File: src/rtl/id_sequence_ctrl_pkg.sv
// Shared types and constants for the student-ID digit FSM sequencer.
package id_seq_pkg;

  localparam int NUM_STATES = 9;
  localparam int POS_W      = 4;

  typedef enum logic [2:0] {
    ST_IDLE,
    ST_WAIT,
    ST_STEP,
    ST_CHECK,
    ST_DONE
  } seq_state_t;

  localparam seq_state_t       RST_STATE    = ST_IDLE;
  localparam logic [POS_W-1:0] RST_POS      = '0;
  localparam logic             RST_STEP     = 1'b0;
  localparam logic             RST_BUSY     = 1'b0;
  localparam logic             RST_DONE     = 1'b0;
  localparam logic             RST_MISMATCH = 1'b0;

  // Position after one step; wraps to 0 after the last state.
  function automatic logic [POS_W-1:0] pos_next(input logic [POS_W-1:0] p, input int n);
    return (p == POS_W'(n - 1)) ? '0 : p + 1'b1;
  endfunction

endpackage

File: src/rtl/id_sequence_ctrl_if.sv
// Control/feedback bundle between board controls, the sequencer and the digit FSM.
interface id_sequence_ctrl_if #(
  parameter int TICK_W = 16
);
  import id_seq_pkg::*;

  logic              start;
  logic              stop;
  logic              auto_mode;
  logic [TICK_W-1:0] interval;
  logic              step_req;
  logic [3:0]        fsm_state;
  logic              step_out;
  logic              busy;
  logic              done;
  logic [POS_W-1:0]  pos;
  logic              mismatch;

  modport master (
    input  start, stop, auto_mode, interval, step_req, fsm_state,
    output step_out, busy, done, pos, mismatch
  );

  modport slave (
    output start, stop, auto_mode, interval, step_req, fsm_state,
    input  step_out, busy, done, pos, mismatch
  );

endinterface

File: src/rtl/id_sequence_ctrl_interval_timer.sv
// Down-counter pacing auto-mode steps; a zero load value is treated as one.
module interval_timer #(
  parameter int TICK_W = 16
) (
  input  logic              clk,
  input  logic              reset,
  input  logic              i_load,
  input  logic [TICK_W-1:0] i_load_val,
  input  logic              i_en,
  output logic              o_expire
);

  logic [TICK_W-1:0] r_count;

  always_ff @(posedge clk or posedge reset) begin
    if (reset) begin
      r_count <= '0;
    end else if (i_load) begin
      r_count <= (i_load_val == '0) ? TICK_W'(1) : i_load_val;
    end else if (i_en && (r_count != '0)) begin
      r_count <= r_count - 1'b1;
    end
  end

  assign o_expire = i_en && (r_count == TICK_W'(1));

endmodule

File: src/rtl/id_sequence_ctrl.sv
// Steps the digit FSM through one full cycle, timed or manual, tracking its position.
// Optional feature macro: MISMATCH_CHECK_EN enables fsm_state cross-checking.
module id_sequence_ctrl #(
  parameter int NUM_STATES = id_seq_pkg::NUM_STATES,
  parameter int TICK_W     = 16
) (
  input  logic               clk,
  input  logic               reset,
  id_sequence_ctrl_if.master bus
);
  import id_seq_pkg::*;

`ifdef MISMATCH_CHECK_EN
  localparam bit CHK_EN = 1'b1;
`else
  localparam bit CHK_EN = 1'b0;
`endif

  seq_state_t        r_state;
  seq_state_t        w_next;
  logic              r_auto;
  logic [TICK_W-1:0] r_interval;
  logic [POS_W-1:0]  r_pos;
  logic              r_step;
  logic              r_busy;
  logic              r_done;
  logic              r_mismatch;

  logic              w_start_ok;
  logic              w_start_fail;
  logic              w_chk_fail;
  logic              w_expire;
  logic              w_tmr_load;
  logic              w_tmr_en;
  logic [TICK_W-1:0] w_load_val;
  logic              w_step_nxt;
  logic              w_busy_nxt;
  logic              w_done_nxt;

  assign w_start_ok   = (r_state == ST_IDLE) && bus.start && !bus.stop;
  assign w_start_fail = CHK_EN && (bus.fsm_state != 4'd0);
  assign w_chk_fail   = CHK_EN && (bus.fsm_state != r_pos);

  // The interval is latched on the same edge the timer is first loaded, so bypass it then.
  assign w_load_val = (r_state == ST_IDLE) ? bus.interval : r_interval;
  assign w_tmr_load = (w_next == ST_WAIT) && (r_state != ST_WAIT);
  assign w_tmr_en   = (r_state == ST_WAIT) && r_auto;

  interval_timer #(.TICK_W(TICK_W)) u_timer (
    .clk        (clk),
    .reset      (reset),
    .i_load     (w_tmr_load),
    .i_load_val (w_load_val),
    .i_en       (w_tmr_en),
    .o_expire   (w_expire)
  );

  always_ff @(posedge clk or posedge reset) begin
    if (reset) r_state <= RST_STATE;
    else       r_state <= w_next;
  end

  always_comb begin
    w_next = r_state;
    if ((r_state != ST_IDLE) && bus.stop) begin
      w_next = ST_IDLE;
    end else begin
      case (r_state)
        ST_IDLE:  if (w_start_ok) w_next = w_start_fail ? ST_DONE : ST_WAIT;
        ST_WAIT:  if (r_auto ? w_expire : bus.step_req) w_next = ST_STEP;
        ST_STEP:  w_next = ST_CHECK;
        ST_CHECK: w_next = (w_chk_fail || (r_pos == '0)) ? ST_DONE : ST_WAIT;
        ST_DONE:  w_next = ST_IDLE;
        default:  w_next = ST_IDLE;
      endcase
    end
  end

  // Outputs are decoded from the next state and registered, so they align with r_state.
  always_comb begin
    w_step_nxt = (w_next == ST_STEP);
    w_busy_nxt = (w_next != ST_IDLE);
    w_done_nxt = (r_state == ST_DONE) && !bus.stop;
  end

  always_ff @(posedge clk or posedge reset) begin
    if (reset) begin
      r_step     <= RST_STEP;
      r_busy     <= RST_BUSY;
      r_done     <= RST_DONE;
      r_auto     <= 1'b0;
      r_interval <= '0;
      r_pos      <= RST_POS;
      r_mismatch <= RST_MISMATCH;
    end else begin
      r_step <= w_step_nxt;
      r_busy <= w_busy_nxt;
      r_done <= w_done_nxt;
      if (w_start_ok) begin
        r_auto     <= bus.auto_mode;
        r_interval <= bus.interval;
        r_pos      <= '0;
        r_mismatch <= w_start_fail;
      end else begin
        if ((r_state == ST_STEP) && !bus.stop)
          r_pos <= pos_next(r_pos, NUM_STATES);
        if ((r_state == ST_CHECK) && !bus.stop && w_chk_fail)
          r_mismatch <= 1'b1;
      end
    end
  end

  assign bus.step_out = r_step;
  assign bus.busy     = r_busy;
  assign bus.done     = r_done;
  assign bus.pos      = r_pos;
  assign bus.mismatch = r_mismatch;

endmodule

File: src/flat_wrapper.sv
// flat-port wrapper written by rule: the top's interface ports become plain ports
module id_sequence_ctrl_flat import id_seq_pkg::*;
#(
  parameter int NUM_STATES = id_seq_pkg::NUM_STATES,
  parameter int TICK_W     = 16
)
  (clk, reset, bus_start, bus_stop, bus_auto_mode, bus_interval, bus_step_req, bus_fsm_state, bus_step_out, bus_busy, bus_done, bus_pos, bus_mismatch);
  id_sequence_ctrl_if #(.TICK_W(TICK_W)) bus_i ();
  input  logic clk;
  input  logic reset;
  input wire logic [$bits(bus_i.start)-1:0] bus_start;
  input wire logic [$bits(bus_i.stop)-1:0] bus_stop;
  input wire logic [$bits(bus_i.auto_mode)-1:0] bus_auto_mode;
  input wire logic [$bits(bus_i.interval)-1:0] bus_interval;
  input wire logic [$bits(bus_i.step_req)-1:0] bus_step_req;
  input wire logic [$bits(bus_i.fsm_state)-1:0] bus_fsm_state;
  output wire logic [$bits(bus_i.step_out)-1:0] bus_step_out;
  output wire logic [$bits(bus_i.busy)-1:0] bus_busy;
  output wire logic [$bits(bus_i.done)-1:0] bus_done;
  output wire logic [$bits(bus_i.pos)-1:0] bus_pos;
  output wire logic [$bits(bus_i.mismatch)-1:0] bus_mismatch;
  assign bus_i.start = bus_start;
  assign bus_i.stop = bus_stop;
  assign bus_i.auto_mode = bus_auto_mode;
  assign bus_i.interval = bus_interval;
  assign bus_i.step_req = bus_step_req;
  assign bus_i.fsm_state = bus_fsm_state;
  assign bus_step_out = bus_i.step_out;
  assign bus_busy = bus_i.busy;
  assign bus_done = bus_i.done;
  assign bus_pos = bus_i.pos;
  assign bus_mismatch = bus_i.mismatch;
  id_sequence_ctrl #(.NUM_STATES(NUM_STATES), .TICK_W(TICK_W)) u_core (.clk(clk), .reset(reset), .bus(bus_i));
endmodule
File: config.mk
export PLATFORM = sky130hd
export DESIGN_NAME = id_sequence_ctrl_flat
export DESIGN_NICKNAME = d
export VERILOG_FILES = /design/src/rtl/id_sequence_ctrl_pkg.sv /design/src/rtl/id_sequence_ctrl_if.sv /design/src/rtl/id_sequence_ctrl_interval_timer.sv /design/src/rtl/id_sequence_ctrl.sv /design/src/flat_wrapper.sv
export SDC_FILE = /design/constraint.sdc
export NUM_CORES = 1
export LEC_CHECK = 0
export CORE_MARGIN = 5
export CORE_UTILIZATION = 35
export CTS_BUF_LIST = sky130_fd_sc_hd__clkbuf_8
export DETAILED_ROUTE_END_ITERATION = 12
export RECOVER_POWER = 25
export SYNTH_ARGS = -nofsm -noshare
export SYNTH_HDL_FRONTEND = slang
export SYNTH_SLANG_ARGS = --single-unit
File: constraint.sdc
create_clock -name clk -period 4.68 [get_ports clk]
set_input_delay 0.936 -clock clk [delete_from_list [all_inputs] [get_ports clk]]
set_output_delay 0.936 -clock clk [all_outputs]
set_load 0.01 [all_outputs]
==> results of run 1 <==
[per-layer routing]
layer | vias to the layer above | routed length [um] | share of wire (%) | GRT usage (%)
met4 | 0 | 72 | 1.3 | 4.762
met3 | 5 | 130 | 2.3 | 1.529
met1 | 986 | 2772 | 49 | 19.67
li1 | 1041 | - | - | -
met2 | 30 | 2714 | 48 | 23.34
met5 | - | 0 | 0 | 0
[stage by stage]
stage                     hold WS [ns]  instance area (um2)  setup slack, ns
after floorplan                 0.4611                 2420            2.284
after global placement          0.4839                 2766            1.679
after detailed placement        0.4911                 2766            1.653
after CTS                       0.5087                 2848            1.978
after global routing            0.5406                 2844           0.9565
final                           0.5068                 2844            1.541
[cell type report]
cell class                      instances  area share, %
Inverter                                7         0.9239
Clock inverter                          3         0.4399
Clock buffer                            5          2.420
Tap cell                               80          3.520
Sequential cell                        43          37.84
Timing Repair Buffer                   31          10.51
Multi-Input combinational cell        217          44.35
[worst max-delay path by stage]
stage / start / end / cells past startpoint
2_1_floorplan: u_core.u_timer.r_count[5]$_DFFE_PP0P_ / u_core.u_timer.r_count[8]$_DFFE_PP0P_ / 5
3_3_place_gp: bus_stop / u_core.u_timer.r_count[8]$_DFFE_PP0P_ / 6
3_5_place_dp: bus_stop / u_core.u_timer.r_count[8]$_DFFE_PP0P_ / 6
4_1_cts: bus_stop / u_core.u_timer.r_count[8]$_DFFE_PP0P_ / 6
5_1_grt: reset / u_core.u_timer.r_count[3]$_DFFE_PP0P_ / 3
6_report: reset / u_core.u_timer.r_count[3]$_DFFE_PP0P_ / 3
[where the power goes]
part	switching, W	internal [W]
combinational	0.000148	0.000129
clock	0.000125	0.000101
sequential	0.0000818	0.000448
total	0.000355	0.000677
[worst max-delay path: stages]
cell and delay, ns:
clkdlybuf4s50_1 0.40, clkinv_1 0.04, clkbuf_1 1.66
[state kept, by name, summed over array words and instances, names as in the netlist]
signal and cells:
u_core.bus.done 1, u_core.r_interval 16, u_core.bus.busy 1, u_core.u_timer.r_count 16, u_core.bus.pos 4, u_core.bus.step_out 1
u_core.r_state 3, u_core.r_auto 1
[placed cells by master, fill, tap and decap left out, types with 3 or more instances in the layout]
cell type        count
nand2b_1             4
or4_1                3
clkbuf_8             5
nor4_1              14
or3_1                9
nor2_1              11
o21ai_0              7
a21oi_1              6
nand3_1              6
ha_1                 5
o211ai_1             5
nor3_1               7
inv_1                8
clkdlybuf4s50_1     28
o311ai_0             3
nand2_1             87
dfrtp_1             43
mux2i_1              8
[kinds of logic after synthesis]
family                   count (synthesis)
XOR/XNOR                                 4
other                                    1
adder cells (fa/ha/maj)                  5
flip-flops                              43
buffers and inverters                   21
AO/OA/AOI/OAI                           40
multiplexers                             9
AND/OR/NAND/NOR                        158
==> flow_summary.ini, run 1 <==
[power_and_ir_drop]
power_density_mw_per_mm2 = 363.0
peakVddDrop_mv = 0.1782
total_power_w = 0.001032
p_leak_nw = 1.247

[layout]
num_antenna_cells = 0
multi_input_area_mm2 = 0.001261
fin_cells = 386
final-seq-area_mm2 = 0.001076
post-route-util_pct = 42.09
fillCellCount = 694
area_growth_pct = 17.53
nets = 336
drive_gt1_share_pct = 5.556

[timing]
tightestPinTransition_ns = 2.348
max_slew_margin_pct = -56.52
tns_ns = 0
hold_viol_final = 0
drv_slew = 44
fin_crit_sh_pct = 67.07
setup_viol = 0
fmax_mhz = 318.6
final.setup_skew_ns = 0.01271
period_minus_slack_ns = 3.139
rsz0062_at_grt = no

[die]
ios = 34
initial_utilization_pct = 35.81
dieHeight_um = 93.15
rows = 30
core_mm2 = 0.006756
die_width_um = 93.15
die-area_mm2 = 0.008677

[global_route]
grt-ovfl-total = 0
antenna_found_initial = 0
grt_pass1_wl_um = 9991
grtUsageTotal_pct = 14.26
grt_start_max_net_pins = 44
grt_pass1_vias = 2074

[clock_tree]
postCtsResizedCells = 0
cts_root_buf = clkbuf_8
tritoncts = built
post_cts_buffers = 0
cts_hold_buf = 0
cts_max_path_buffers = 2
cts-htree-levels = 2
cts_sinks = 43
clk-insertion-delay-late_ns = 0.29
cts-buffers-inserted = 5
clk_pin_slew_ns = 0.08

[logic_synthesis]
ys_types = 50
synth_seq_cells = 43
synth-simple-area-share_pct = 31.59
synth_top_area_share_pct = 44.47
muxShareOfSynthArea_pct = 3.930
synthXorXnorAreaFrac_pct = 1.448
seq_area_frac_synth_pct = 44.47
synth_compound_area_share_pct = 12.41
synth_area_mm2 = 0.002420
synth_flop_cell = dfrtp_1
synth_edf_count = 0
synth.most_common_cell = nand2_1
yosys.area_share.adder_pct = 2.585
syn-mean-instance-area_um2 = 8.611
synth_fp_nets = 312
synth_common_cells = nand2_1 (87), dfrtp_1 (43), nor4_1 (14)
yosysWarningCount = 0
synth_top_family_by_area = simple AND/OR/NAND/NOR gates
synth_cells = 281
async_reset_ff_share_pct = 100.0
synth_area_leaders = dfrtp_1 (44%), nand2_1 (13%), nor4_1 (3.6%), mux2i_1 (3.3%), ha_1 (2.6%)
synth_largest_area_cell = dfrtp_1

[worst_setup_path]
rr_worst_depth = 7
reg2reg_to = u_core.u_timer.r_count[7]$_DFFE_PP0P_
startpoint_type = primary input
crit_type = primary input to async pin
worstReg2RegStart = u_core.u_timer.r_count[0]$_DFFE_PP0P_
crit_fanout = 43
r2r_slack_ns = 2.13
arrival_ns = 3.05
end_kind = async pin
cp_data_required_time_ns = 4.59

[detailed_routing]
first_pass_iters = 4
drt_wl_total_um = 5689
post-route-drc-count = 0
drt_iter0_drc = 130
postRouteAntennaNets = 0
routed-via-count = 2062
wire_per_inst_um = 14.74
via_per_inst = 5.342

[worst_hold_path]
holdPathStages = 2
hold_path.class = flip-flop to flip-flop
min_to = u_core.r_auto$_DFFE_PP0P_
min_from = u_core.r_auto$_DFFE_PP0P_

[placement]
gp_congestion = 0.8183
hpwl_um = 4110
io_buffers = 28
dp_cells = 378

[run]
cap_viol_max_count = 1

[outcome]
violations = capacitance limit, slew limit
status = complete, but fails checks
Power figures use the tool's default switching activity.
==> run 2, diff against run 1 <==
- clock period: 4.68 -> 3.25 ns (I/O delays scaled with it)
==> flow_summary.ini, run 2 (same netlist as run 1, synthesis figures left out) <==
[global_route]
grt_pass1_vias = 1940
grt_use_met2_pct = 21.42
antenna_found_initial = 0
top_usage_layer = met2
grt_start_max_net_pins = 44
grtUsageTotal_pct = 13.93
use_met3_pct = 2.574
gr-usage-met1_pct = 19.97
grt_pass1_wl_um = 9604
grt-ovfl-total = 0

[worst_setup_path]
path_buf_inv = 1
startpoint_type = flip-flop
cp_data_required_time_ns = 3.43
path_cells = inv_1 > ha_1 > or4b_2 > nor4_1 > or3_1 > nor4_1 > or3_1
crit_family = simple AND/OR/NAND/NOR gates
arrival_ns = 2.75
cp_slowest_cell = or4b_2
end_kind = flip-flop
worst-path-stages = 7
cpPeakStageDelay_ns = 0.62
r2r_slack_ns = 0.68
rr_worst_depth = 7
crit_type = flip-flop to flip-flop
crit_fanout = 6

[layout]
num_antenna_cells = 0
mostFrequentLayoutCell = nand2_1
final_cell_mix = nand2_1 (87), dfrtp_1 (43), clkdlybuf4s50_1 (27)
nets = 339
area_growth_pct = 18.77
drive_gt1_share_pct = 7.143
post-route-util_pct = 42.54

[detailed_routing]
postRouteAntennaNets = 0
wire_per_inst_um = 14.89
first_pass_iters = 6
post-route-drc-count = 0
drt_iter0_drc = 112
via_per_inst = 5.410
routed-via-count = 2099
drt_wl_total_um = 5778

[die]
die_width_um = 93.15
ios = 34
rows = 30
dieHeight_um = 93.15
die-area_mm2 = 0.008677
initial_utilization_pct = 35.81
core_mm2 = 0.006756

[power_and_ir_drop]
peakVddDrop_mv = 0.1868
p_sw_w = 0.0005222
combPwrFrac_pct = 26.5
power_density_mw_per_mm2 = 529.9
p_seq_share_pct = 50.1
internal_power_w = 0.001001
power_frac_clock_pct = 23.4
sw_frac_of_total_pct = 34.29
p_leak_nw = 1.260

[clock_tree]
cts_root_buf = clkbuf_8
clk_pin_slew_ns = 0.08
cts-buffers-inserted = 5
cts_max_path_buffers = 2
clk-insertion-delay-late_ns = 0.30
post_cts_buffers = 0
cts_hold_buf = 0
tritoncts = built
postCtsResizedCells = 0
cts-htree-levels = 2
cts_sinks = 43

[placement]
io_buffers = 28
hpwl_um = 4189
gp_congestion = 0.8605
post-place-ws_ns = 0.6654

[timing]
fmax_mhz = 389.1
max_slew_margin_pct = 28.33
final.setup_skew_ns = 0.006614
drv_slew = 0
hold_viol_final = 0
fin_crit_sh_pct = 79.07
tns_ns = 0
period_minus_slack_ns = 2.570
fin_ws_ns = 0.6801
tightestPinTransition_ns = 1.075
rsz0062_at_grt = no
setup_viol = 0

[worst_hold_path]
holdPathStages = 2
hold_path.class = flip-flop to flip-flop

[run]
cap_viol_max_count = 0

[outcome]
status = complete, no violations
==> run 2: power groups by stage <==
stage	clock network [W]	logic [W]	registers (W)
after detailed placement	0	0.000406	0.000769
after CTS	0.000359	0.000409	0.000759
after global routing	0.000379	0.000457	0.000779
after floorplan	0	0.000297	0.000738
after global placement	0	0.000396	0.000770
final	0.000356	0.000404	0.000763
==> run 2: cell type report <==
type                            count  area [um2]
Multi-Input combinational cell    217        1261
Clock inverter                      1       5.005
Sequential cell                    43        1076
Timing Repair Buffer               34       322.8
Fill cell                         686        3882
Clock buffer                        6       82.58
Tap cell                           80       100.1
Inverter                            7       26.28
==> run 2: worst min-delay path, cell delays in order, from the launching register on <==
cell	delay, ns
dfrtp_1	0.37
nand2_1	0.05
nand2_1	0.05
==> run 2: through the flow <==
step | power [W] | hold WS [ns] | instance area, um2 | cells
6_report | 0.001523 | 0.5038 | 2874 | 388
5_1_grt | 0.001615 | 0.5368 | 2874 | 388
4_1_cts | 0.001528 | 0.5101 | 2877 | 388
3_5_place_dp | 0.001175 | 0.4885 | 2789 | 381
3_3_place_gp | 0.001166 | 0.4855 | 2789 | 381
2_1_floorplan | 0.001035 | 0.4611 | 2420 | 281
==> run 2: final timing paths <==
check / end / startpoint
hold reg to reg: u_core.r_auto$_DFFE_PP0P_ / u_core.r_auto$_DFFE_PP0P_
max in group asynchronous: u_core.r_auto$_DFFE_PP0P_ / reset
setup reg to reg: u_core.u_timer.r_count[7]$_DFFE_PP0P_ / u_core.u_timer.r_count[0]$_DFFE_PP0P_
hold / removal: u_core.r_auto$_DFFE_PP0P_ / u_core.r_auto$_DFFE_PP0P_
setup / recovery: u_core.u_timer.r_count[7]$_DFFE_PP0P_ / u_core.u_timer.r_count[0]$_DFFE_PP0P_
min in group asynchronous: u_core.bus.pos[0]$_DFFE_PP0P_ / reset
==> run 2: routing by layer <==
metal  routed length (um)  vias up
met1                 2841     1002
met5                    0        -
met4                   85        0
li1                     -     1051
met2                 2633       36
met3                  216       10
